[src/rtl/vlog_fsm_pkg.sv]
// rtl/vlog_fsm_pkg.sv - shared state encodings and default sizes for the request controller
package vlog_fsm_pkg;

    typedef enum logic [1:0] {
        REQ_IDLE    = 2'd0,
        REQ_ACTIVE  = 2'd1,
        REQ_RELEASE = 2'd2
    } req_state_t;

    localparam int DEF_LEN_W = 4;
    localparam int DEF_DEPTH = 4;
    localparam int DEF_PTR_W = 2;

endpackage : vlog_fsm_pkg

[src/rtl/vlog_fsm_job_fifo.sv]
// rtl/vlog_fsm_job_fifo.sv - synchronous job-length FIFO with full/empty/occupancy
module vlog_fsm_job_fifo
    import vlog_fsm_pkg::*;
#(
    parameter int W     = DEF_LEN_W,
    parameter int DEPTH = DEF_DEPTH,
    parameter int PTR_W = DEF_PTR_W
) (
    input  logic             clock,
    input  logic             reset,
    input  logic             push,
    input  logic [W-1:0]     push_data,
    input  logic             pop,
    output logic [W-1:0]     pop_data,
    output logic             full,
    output logic             empty,
    output logic [PTR_W:0]   count
);

    logic [W-1:0]   r_mem [DEPTH];
    logic [PTR_W-1:0] r_wr_ptr;
    logic [PTR_W-1:0] r_rd_ptr;
    logic [PTR_W:0]   r_count;
    logic             w_do_push;
    logic             w_do_pop;

    assign full      = (r_count == (PTR_W+1)'(DEPTH));
    assign empty     = (r_count == '0);
    assign count     = r_count;
    assign pop_data  = r_mem[r_rd_ptr];
    assign w_do_push = push & ~full;
    assign w_do_pop  = pop & ~empty;

    always_ff @(posedge clock) begin
        if (w_do_push) begin
            r_mem[r_wr_ptr] <= push_data;
        end
    end

    // DEPTH is a power of two, so the pointers wrap by natural overflow.
    always_ff @(posedge clock or posedge reset) begin
        if (reset) begin
            r_wr_ptr <= '0;
            r_rd_ptr <= '0;
            r_count  <= '0;
        end else begin
            if (w_do_push) begin
                r_wr_ptr <= r_wr_ptr + 1'b1;
            end
            if (w_do_pop) begin
                r_rd_ptr <= r_rd_ptr + 1'b1;
            end
            case ({w_do_push, w_do_pop})
                2'b10:   r_count <= r_count + 1'b1;
                2'b01:   r_count <= r_count - 1'b1;
                default: r_count <= r_count;
            endcase
        end
    end

endmodule : vlog_fsm_job_fifo

[src/rtl/vlog_fsm_req_ctrl.sv]
// rtl/vlog_fsm_req_ctrl.sv - per-requester job queue and level-request FSM for the grant arbiter
module vlog_fsm_req_ctrl
    import vlog_fsm_pkg::*;
#(
    parameter int LEN_W = DEF_LEN_W,
    parameter int DEPTH = DEF_DEPTH,
    parameter int PTR_W = DEF_PTR_W
) (
    input  logic             clock,
    input  logic             reset,
    input  logic             job_valid,
    input  logic [LEN_W-1:0] job_len,
    output logic             job_ready,
    output logic             req,
    input  logic             gnt,
    output logic             beat,
    output logic             done,
    output logic             err_zero,
    output logic [PTR_W:0]   pending
);

    req_state_t       r_state;
    req_state_t       w_state_nxt;
    logic [LEN_W-1:0] r_cnt;
    logic [LEN_W-1:0] w_cnt_nxt;
    logic             r_req;
    logic             w_req_nxt;
    logic             r_done;
    logic             w_done_nxt;
    logic             r_err_zero;
    logic             w_beat;
    logic             w_push;
    logic             w_pop;
    logic             w_full;
    logic             w_empty;
    logic [LEN_W-1:0] w_head;
    logic [PTR_W:0]   w_count;
    logic             w_zero_job;

    assign job_ready  = ~w_full;
    assign w_zero_job = job_valid & job_ready & (job_len == '0);
    assign w_push     = job_valid & job_ready & (job_len != '0);

    vlog_fsm_job_fifo #(
        .W     (LEN_W),
        .DEPTH (DEPTH),
        .PTR_W (PTR_W)
    ) u_job_fifo (
        .clock     (clock),
        .reset     (reset),
        .push      (w_push),
        .push_data (job_len),
        .pop       (w_pop),
        .pop_data  (w_head),
        .full      (w_full),
        .empty     (w_empty),
        .count     (w_count)
    );

    always_comb begin
        w_state_nxt = r_state;
        w_cnt_nxt   = r_cnt;
        w_req_nxt   = r_req;
        w_done_nxt  = 1'b0;
        w_pop       = 1'b0;
        w_beat      = 1'b0;
        case (r_state)
            REQ_IDLE: begin
                if (!w_empty) begin
                    w_pop       = 1'b1;
                    w_cnt_nxt   = w_head;
                    w_req_nxt   = 1'b1;
                    w_state_nxt = REQ_ACTIVE;
                end
            end
            REQ_ACTIVE: begin
                // gnt low is a pause, not an abort: hold req and the count.
                if (r_req && gnt) begin
                    w_beat    = 1'b1;
                    w_cnt_nxt = r_cnt - LEN_W'(1);
                    if (r_cnt == LEN_W'(1)) begin
                        w_req_nxt   = 1'b0;
                        w_state_nxt = REQ_RELEASE;
                    end
                end
            end
            REQ_RELEASE: begin
                // The arbiter may keep gnt one cycle after req falls.
                if (!gnt) begin
                    w_done_nxt  = 1'b1;
                    w_state_nxt = REQ_IDLE;
                end
            end
            default: begin
                w_req_nxt   = 1'b0;
                w_state_nxt = REQ_IDLE;
            end
        endcase
    end

    always_ff @(posedge clock or posedge reset) begin
        if (reset) begin
            r_state    <= REQ_IDLE;
            r_cnt      <= '0;
            r_req      <= 1'b0;
            r_done     <= 1'b0;
            r_err_zero <= 1'b0;
        end else begin
            r_state    <= w_state_nxt;
            r_cnt      <= w_cnt_nxt;
            r_req      <= w_req_nxt;
            r_done     <= w_done_nxt;
            r_err_zero <= w_zero_job;
        end
    end

    assign req      = r_req;
    assign beat     = w_beat;
    assign done     = r_done;
    assign err_zero = r_err_zero;
    assign pending  = w_count;

endmodule : vlog_fsm_req_ctrl

[config.mk]
export PLATFORM = sky130hd
export DESIGN_NAME = vlog_fsm_req_ctrl
export DESIGN_NICKNAME = d
export VERILOG_FILES = /design/src/rtl/vlog_fsm_pkg.sv /design/src/rtl/vlog_fsm_job_fifo.sv /design/src/rtl/vlog_fsm_req_ctrl.sv
export SDC_FILE = /design/constraint.sdc
export NUM_CORES = 1
export LEC_CHECK = 0
export ABC_CLOCK_PERIOD_IN_PS = 5700
export CELL_PAD_IN_SITES_DETAIL_PLACEMENT = 1
export CELL_PAD_IN_SITES_GLOBAL_PLACEMENT = 1
export CORE_UTILIZATION = 23
export CTS_CLUSTER_DIAMETER = 150
export CTS_CLUSTER_SIZE = 12
export DETAILED_ROUTE_END_ITERATION = 10
export PLACE_DENSITY = 0.56
export SYNTH_ARGS = -nofsm -noshare
export SYNTH_HDL_FRONTEND = slang
export SYNTH_HIERARCHICAL = 1
export SYNTH_SLANG_ARGS = --single-unit
[constraint.sdc]
create_clock -name clock -period 5.7 [get_ports clock]
set_input_delay 1.14 -clock clock [delete_from_list [all_inputs] [get_ports clock]]
set_output_delay 1.14 -clock clock [all_outputs]
set_load 0.03 [all_outputs]
# ---- Word level (Yosys, flattened, before mapping)
# Memories as Yosys holds them, arrays and structs flattened.
# Cells that the tools add are included.
dict set report op_classes {
  n_reduce_logical 10
  n_eq_ne 10
  n_bitwise 8
  muxes 21
  n_addsub 5
}
# cell count
set ops {}
lappend ops {{1-bit 2-to-1 mux} 11}
lappend ops {{2-bit 2-to-1 mux} 4}
lappend ops {{4-bit 2-to-1 mux} 2}
lappend ops {{2-bit != test (second input constant)} 4}
lappend ops {{4-bit one-hot mux with 2 select lines} 1}
lappend ops {{4-bit AND reduction} 2}
lappend ops {{2-bit one-hot mux with 3 select lines} 1}
lappend ops {{3-bit one-hot mux with 2 select lines} 1}
lappend ops {{1-bit bitwise AND} 5}
lappend ops {{2-bit by 1-bit adder with 2-bit output (second input constant)} 2}
lappend ops {{2-bit by 1-bit equality test with 1-bit output (second input constant)} 2}
lappend ops {{2-bit equality test (second input constant)} 2}
lappend ops {{4-bit by 1-bit equality test with 1-bit output (second input constant)} 1}
lappend ops {{4-bit zero test} 1}
lappend ops {{2-bit nonzero test} 2}
lappend ops {{4-bit nonzero test} 1}
lappend ops {{4-bit by 1-bit subtractor with 4-bit output (second input constant)} 1}
lappend ops {{3-bit by 1-bit adder with 3-bit output (second input constant)} 1}
lappend ops {{3-bit equality test (second input constant)} 1}
lappend ops {{3-bit zero test} 1}
lappend ops {{1-bit inverter} 3}
lappend ops {{1-bit one-hot mux with 3 select lines} 1}
lappend ops {{3-bit AND reduction} 1}
lappend ops {{3-bit by 1-bit subtractor with 3-bit output (second input constant)} 1}
lappend ops {{2 further kinds} 2}
dict set report totals {
  n_memories 1
  ram_bits 16
  register_bits 16
}
# name depth word_bits rd rd_ports_with_merged_regs wr line
set memory_table {}
lappend memory_table {u_job_fifo.r_mem 4 4 1 0 1 vlog_fsm_job_fifo.sv:20} ;# logic [W-1:0] r_mem [DEPTH];

# ---- Longest topological paths before layout
dict set report logic_depth {
  word_depth 7
  mapped_depth 11
}

# ---- Cells and area by module
# The synthesis kept the hierarchy.
# mod seq_area_each_um2 n_inst cells_per_inst area_each_um2
set modules_own_cells {}
lappend modules_own_cells {vlog_fsm_job_fifo 655.6 1 59 1021.0}
lappend modules_own_cells {vlog_fsm_req_ctrl 225.2 1 48 514.2}

# ---- Worst setup path before layout
# Ideal clock, no wire load.
dict set report synth_timing {
  kind {input-to-reg}
  start {input job_len[1]}
  end {register u_job_fifo.r_count[2], in the netlist u_job_fifo/count[2]}
  setup_ns 0.081
  path_slack_ns 2.617
  arrival_ns 3.003
  required_ns 5.619
  stages 10
  path_cell_list {or4_1 > and3_1 > nor2b_4 > inv_1 > ha_1 > inv_1 > fa_1 > xor2_1 > nor2_1 > xor2_1}
}
dict set report synth_via {
  elab_chain_cells 5
  word_cells_on_any_way 7
  classes_between {2 x eq/ne; 1 x mux; 2 x bitwise; 2 x reduce/logical}
}
# item line
set synth_lines {}
lappend synth_lines {{start: declaration} vlog_fsm_req_ctrl.sv:12} ;# input logic [LEN_W-1:0] job_len,
lappend synth_lines {{4-bit nonzero test *} vlog_fsm_req_ctrl.sv:42} ;# assign w_push = job_valid & job_ready & (job_len != '0);
lappend synth_lines {{1-bit bitwise AND *} vlog_fsm_req_ctrl.sv:42}
lappend synth_lines {{named net w_push} vlog_fsm_req_ctrl.sv:32} ;# logic w_push;
lappend synth_lines {{1-bit bitwise AND *} vlog_fsm_job_fifo.sv:31} ;# assign w_do_push = push & ~full;
lappend synth_lines {{2-bit by 1-bit equality test with 1-bit output / 2-bit equality test (equally long branches)} vlog_fsm_job_fifo.sv:53} ;# case ({w_do_push, w_do_pop})
lappend synth_lines {{3-bit one-hot mux with 2 select lines / 2-bit nonzero test (equally long branches)} -}
lappend synth_lines {{end signal: assignment} vlog_fsm_job_fifo.sv:54} ;# 2'b10: r_count <= r_count + 1'b1;
lappend synth_lines {{end signal: assignment} vlog_fsm_job_fifo.sv:55} ;# 2'b01: r_count <= r_count - 1'b1;
lappend synth_lines {{end signal: assignment} vlog_fsm_job_fifo.sv:56} ;# default: r_count <= r_count;
lappend synth_lines {{end: declaration} vlog_fsm_job_fifo.sv:23} ;# logic [PTR_W:0] r_count;
# The timed path passes the listed nets; every way through them passes the cells marked *.
# A chain may end at the register's enable or synchronous reset.

# ---- Worst setup path in the final report
dict set report layout_timing {
  start {input gnt}
  end {output beat}
}
dict set report layout_via {
  elab_chain_cells 3
}
# item line
set layout_lines {}
lappend layout_lines {{start: declaration} vlog_fsm_req_ctrl.sv:15} ;# input logic gnt,
lappend layout_lines {{1-bit logical AND} vlog_fsm_req_ctrl.sv:78} ;# if (r_req && gnt) begin
lappend layout_lines {{1-bit 2-to-1 mux} vlog_fsm_req_ctrl.sv:78}
lappend layout_lines {{1-bit 2-to-1 mux} vlog_fsm_req_ctrl.sv:67} ;# case (r_state)
lappend layout_lines {{end: declaration} vlog_fsm_req_ctrl.sv:16} ;# output logic beat,
# Every way passes these cells.

==> results_dict.tcl <==
set metrics [dict create \
    ys_types 38 \
    routabilityCongestion 0.706 \
    grt_pass1_vias 1038 \
    core_um2 6390 \
    worstSetupEndpointType "primary output" \
    synthToLayoutAreaGrowth_pct 22.7 \
    clk_pin_slew_ps 70 \
    fill_cells 697 \
    fin_skew_ps 6.59 \
    io_buffers 15 \
    drv_cap 0 \
    rows 29 \
    cts.path.max_buffers 2 \
    hold_viol 0 \
    dp_hpwl_mm 2.21 \
    grt_overflow 0 \
    synth_cells 107 \
    hold_buffers 0 \
    min_path_cells 1 \
    grt_first_pass_wirelength_mm 5.33 \
    min_from "r_cnt[3]$_DFFE_PP0P_" \
    synth_area_leader_cell "edfxtp_1" \
    synthTopCellsByArea "edfxtp_1 (31%), dfrtp_1 (26%), mux4_2 (5.9%), ha_1 (5.7%), inv_1 (2.9%)" \
    crit_arrival_ps 2650 \
    ys_seq_area_share_pct 57.4 \
    avgRoutedWirePerCell_um 14.3 \
    yosys_warnings 6 \
    design_area_um2 1880 \
    fin_crit_ps 3790 \
    numClockSinks 32 \
    synth-edff-count 16 \
    drive_above_1_share_pct 19.4 \
    grt_max_degree 11 \
    synth.avg_cell_area_um2 14.3 \
    fin_tns_setup_ps 0 \
    die_x_um 83.7 \
    irDropWorstVdd_uv 271 \
    r2r_slack_ps 3330 \
    crit_fanout 4 \
    slew_viol_final 0 \
    synth_top_cell_area_share_pct 31.3 \
    setup_violations 0 \
    p_per_area_nw_per_um2 531 \
    startpoint_type "input pin" \
    htreeDepth 2 \
    numCtsBuffers 5 \
    firstDrtPassIters 3 \
    ctsRootBufferMaster "clkbuf_8" \
    drt_iter0_drc 31 \
    tightest_slew_ps 405 \
    period_share_pct 66.5 \
    ys_seq_elements 32 \
    clk_latency_ps 280 \
    io_pins 16 \
    route.vias.total 882 \
    cp.required_ps 4560 \
    start_util_pct 24.0 \
    synth_flop_cell "edfxtp_1" \
    netlist_area_um2 1540 \
    vias_per_cell 4.28 \
    outcome "completed" \
    die_h_um 83.7 \
    wl_mm 2.95 \
    ant_nets 0 \
    async_flop_share_pct 50.0 \
    reg2reg_depth 11 \
    holdPathEnd "r_cnt[3]$_DFFE_PP0P_" \
    antennaDiodeCount 0 \
    track_usage_pct 9.91 \
    route.detailed.drc 0 \
    cts_tree "built" \
    relSlewSlack_pct 72.9 \
    min_path_type "reg -> reg" \
    power.leakage_nw 0.754 \
    worst_hold_slack_ps 543 \
    final_nets 144 \
    cts_resized 0 \
    rsz0062_at_grt "no" \
    postPlaceCellArea_um2 1780 \
    die_area_um2 7010 \
    critPathKind "in -> out" \
    antenna_found_initial 0 \
    worstReg2RegEnd "u_job_fifo/count[2]$_DFFE_PP0P_" \
    r2r-start "u_job_fifo/count[0]$_DFFE_PP0P_" \
    postSynthNetCount 123 \
    fmax_mhz 264 \
    post_cts_buffers 0 \
]
==> how the worst max path moves through the flow <==
stage                          start                              end  slack (ps)  cells past startpoint
final                            gnt                             beat        1910                      3
after CTS                        gnt                             beat        1900                      3
after global routing             gnt                             beat        1850                      3
after global placement           gnt                             beat        1950                      3
after floorplan           job_len[1]  u_job_fifo/count[2]$_DFFE_PP0P_        2620                     10
after detailed placement         gnt                             beat        1910                      3
==> power breakdown <==
part | internal [W] | switching [W] | total (W)
registers | 0.000316 | 0.0000722 | 0.000389
logic | 0.000202 | 0.000197 | 0.000399
clock network | 0.000130 | 0.0000841 | 0.000214
total | 0.000648 | 0.000353 | 0.00100
==> worst max-delay path, stage by stage <==
cell	delay (ps)
clkdlybuf4s50_1	530
and4b_4	290
clkdlybuf4s50_1	690
==> registers in the layout (all words and copies together) (netlist names) <==
signal and cells:
done 1, err_zero 1, r_cnt 4, r_state 2
req 1, u_job_fifo/count 3, u_job_fifo/r_mem 16, u_job_fifo/r_rd_ptr 2
u_job_fifo/r_wr_ptr 2
==> routing by layer <==
layer	routed length, um	global-route usage [%]	vias to the layer above
li1	-	-	422
met1	1330	12.2	445
met2	1490	16.0	13
met3	118	3.66	2
met4	8	3.24	0
met5	0	0	-
==> cells in the final DEF, fill, tap and decap left out, drive strengths merged, types with 3 or more instances in the layout <==
cell type and n:
clkbuf 6, and2 4, mux2i 4, clkdlybuf4s50 15
nor2 4, nand2 4, ha 7, mux4 4
inv 12, xor2 3, dfrtp 16, xnor2 3
edfxtp 16, nor3b 4
==> Yosys cell counts (2+ instances only) <==
library cell / instances
dfrtp_1: 16
edfxtp_1: 16
inv_1: 12
ha_1: 7
mux2i_1: 4
mux4_2: 4
nand2_1: 4
and2_2: 3
nor2_1: 3
nor3b_1: 3
xnor2_1: 3
xor2_1: 3
nand2b_1: 2
nor3_1: 2
o2bb2ai_1: 2
==> cell type report <==
cell class                      instances  area [um2]  area share, %
Inverter                               13        53.8           2.86
Timing Repair Buffer                   15         150           7.97
Sequential cell                        32         881           46.7
Tap cell                               77        96.3           5.11
Clock buffer                            6        72.6           3.85
Clock inverter                          2        35.0           1.86
Multi-Input combinational cell         61         596           31.6
==> per-stage QoR <==
step           power (W)  util, %  worst slack, ps  cells
6_report         0.00100     29.5             1910    206
5_1_grt          0.00108     29.5             1850    206
4_1_cts          0.00102     29.5             1900    206
3_5_place_dp    0.000799     27.8             1910    198
3_3_place_gp    0.000774     27.8             1950    198
2_1_floorplan   0.000681        -             2620    107
==> cell families after synthesis <==
kind of cell / count (synthesis) / synth area share, %
buffers and inverters: 14 / 3.83
AOI/OAI and AO/OA: 10 / 5.13
DFF: 32 / 57.4
and+or+nand+nor: 27 / 13.0
adders and majority gates: 8 / 7.01
xor gates and xnor gates: 6 / 3.42
muxes: 10 / 10.2
Power figures use the tool's default switching activity.
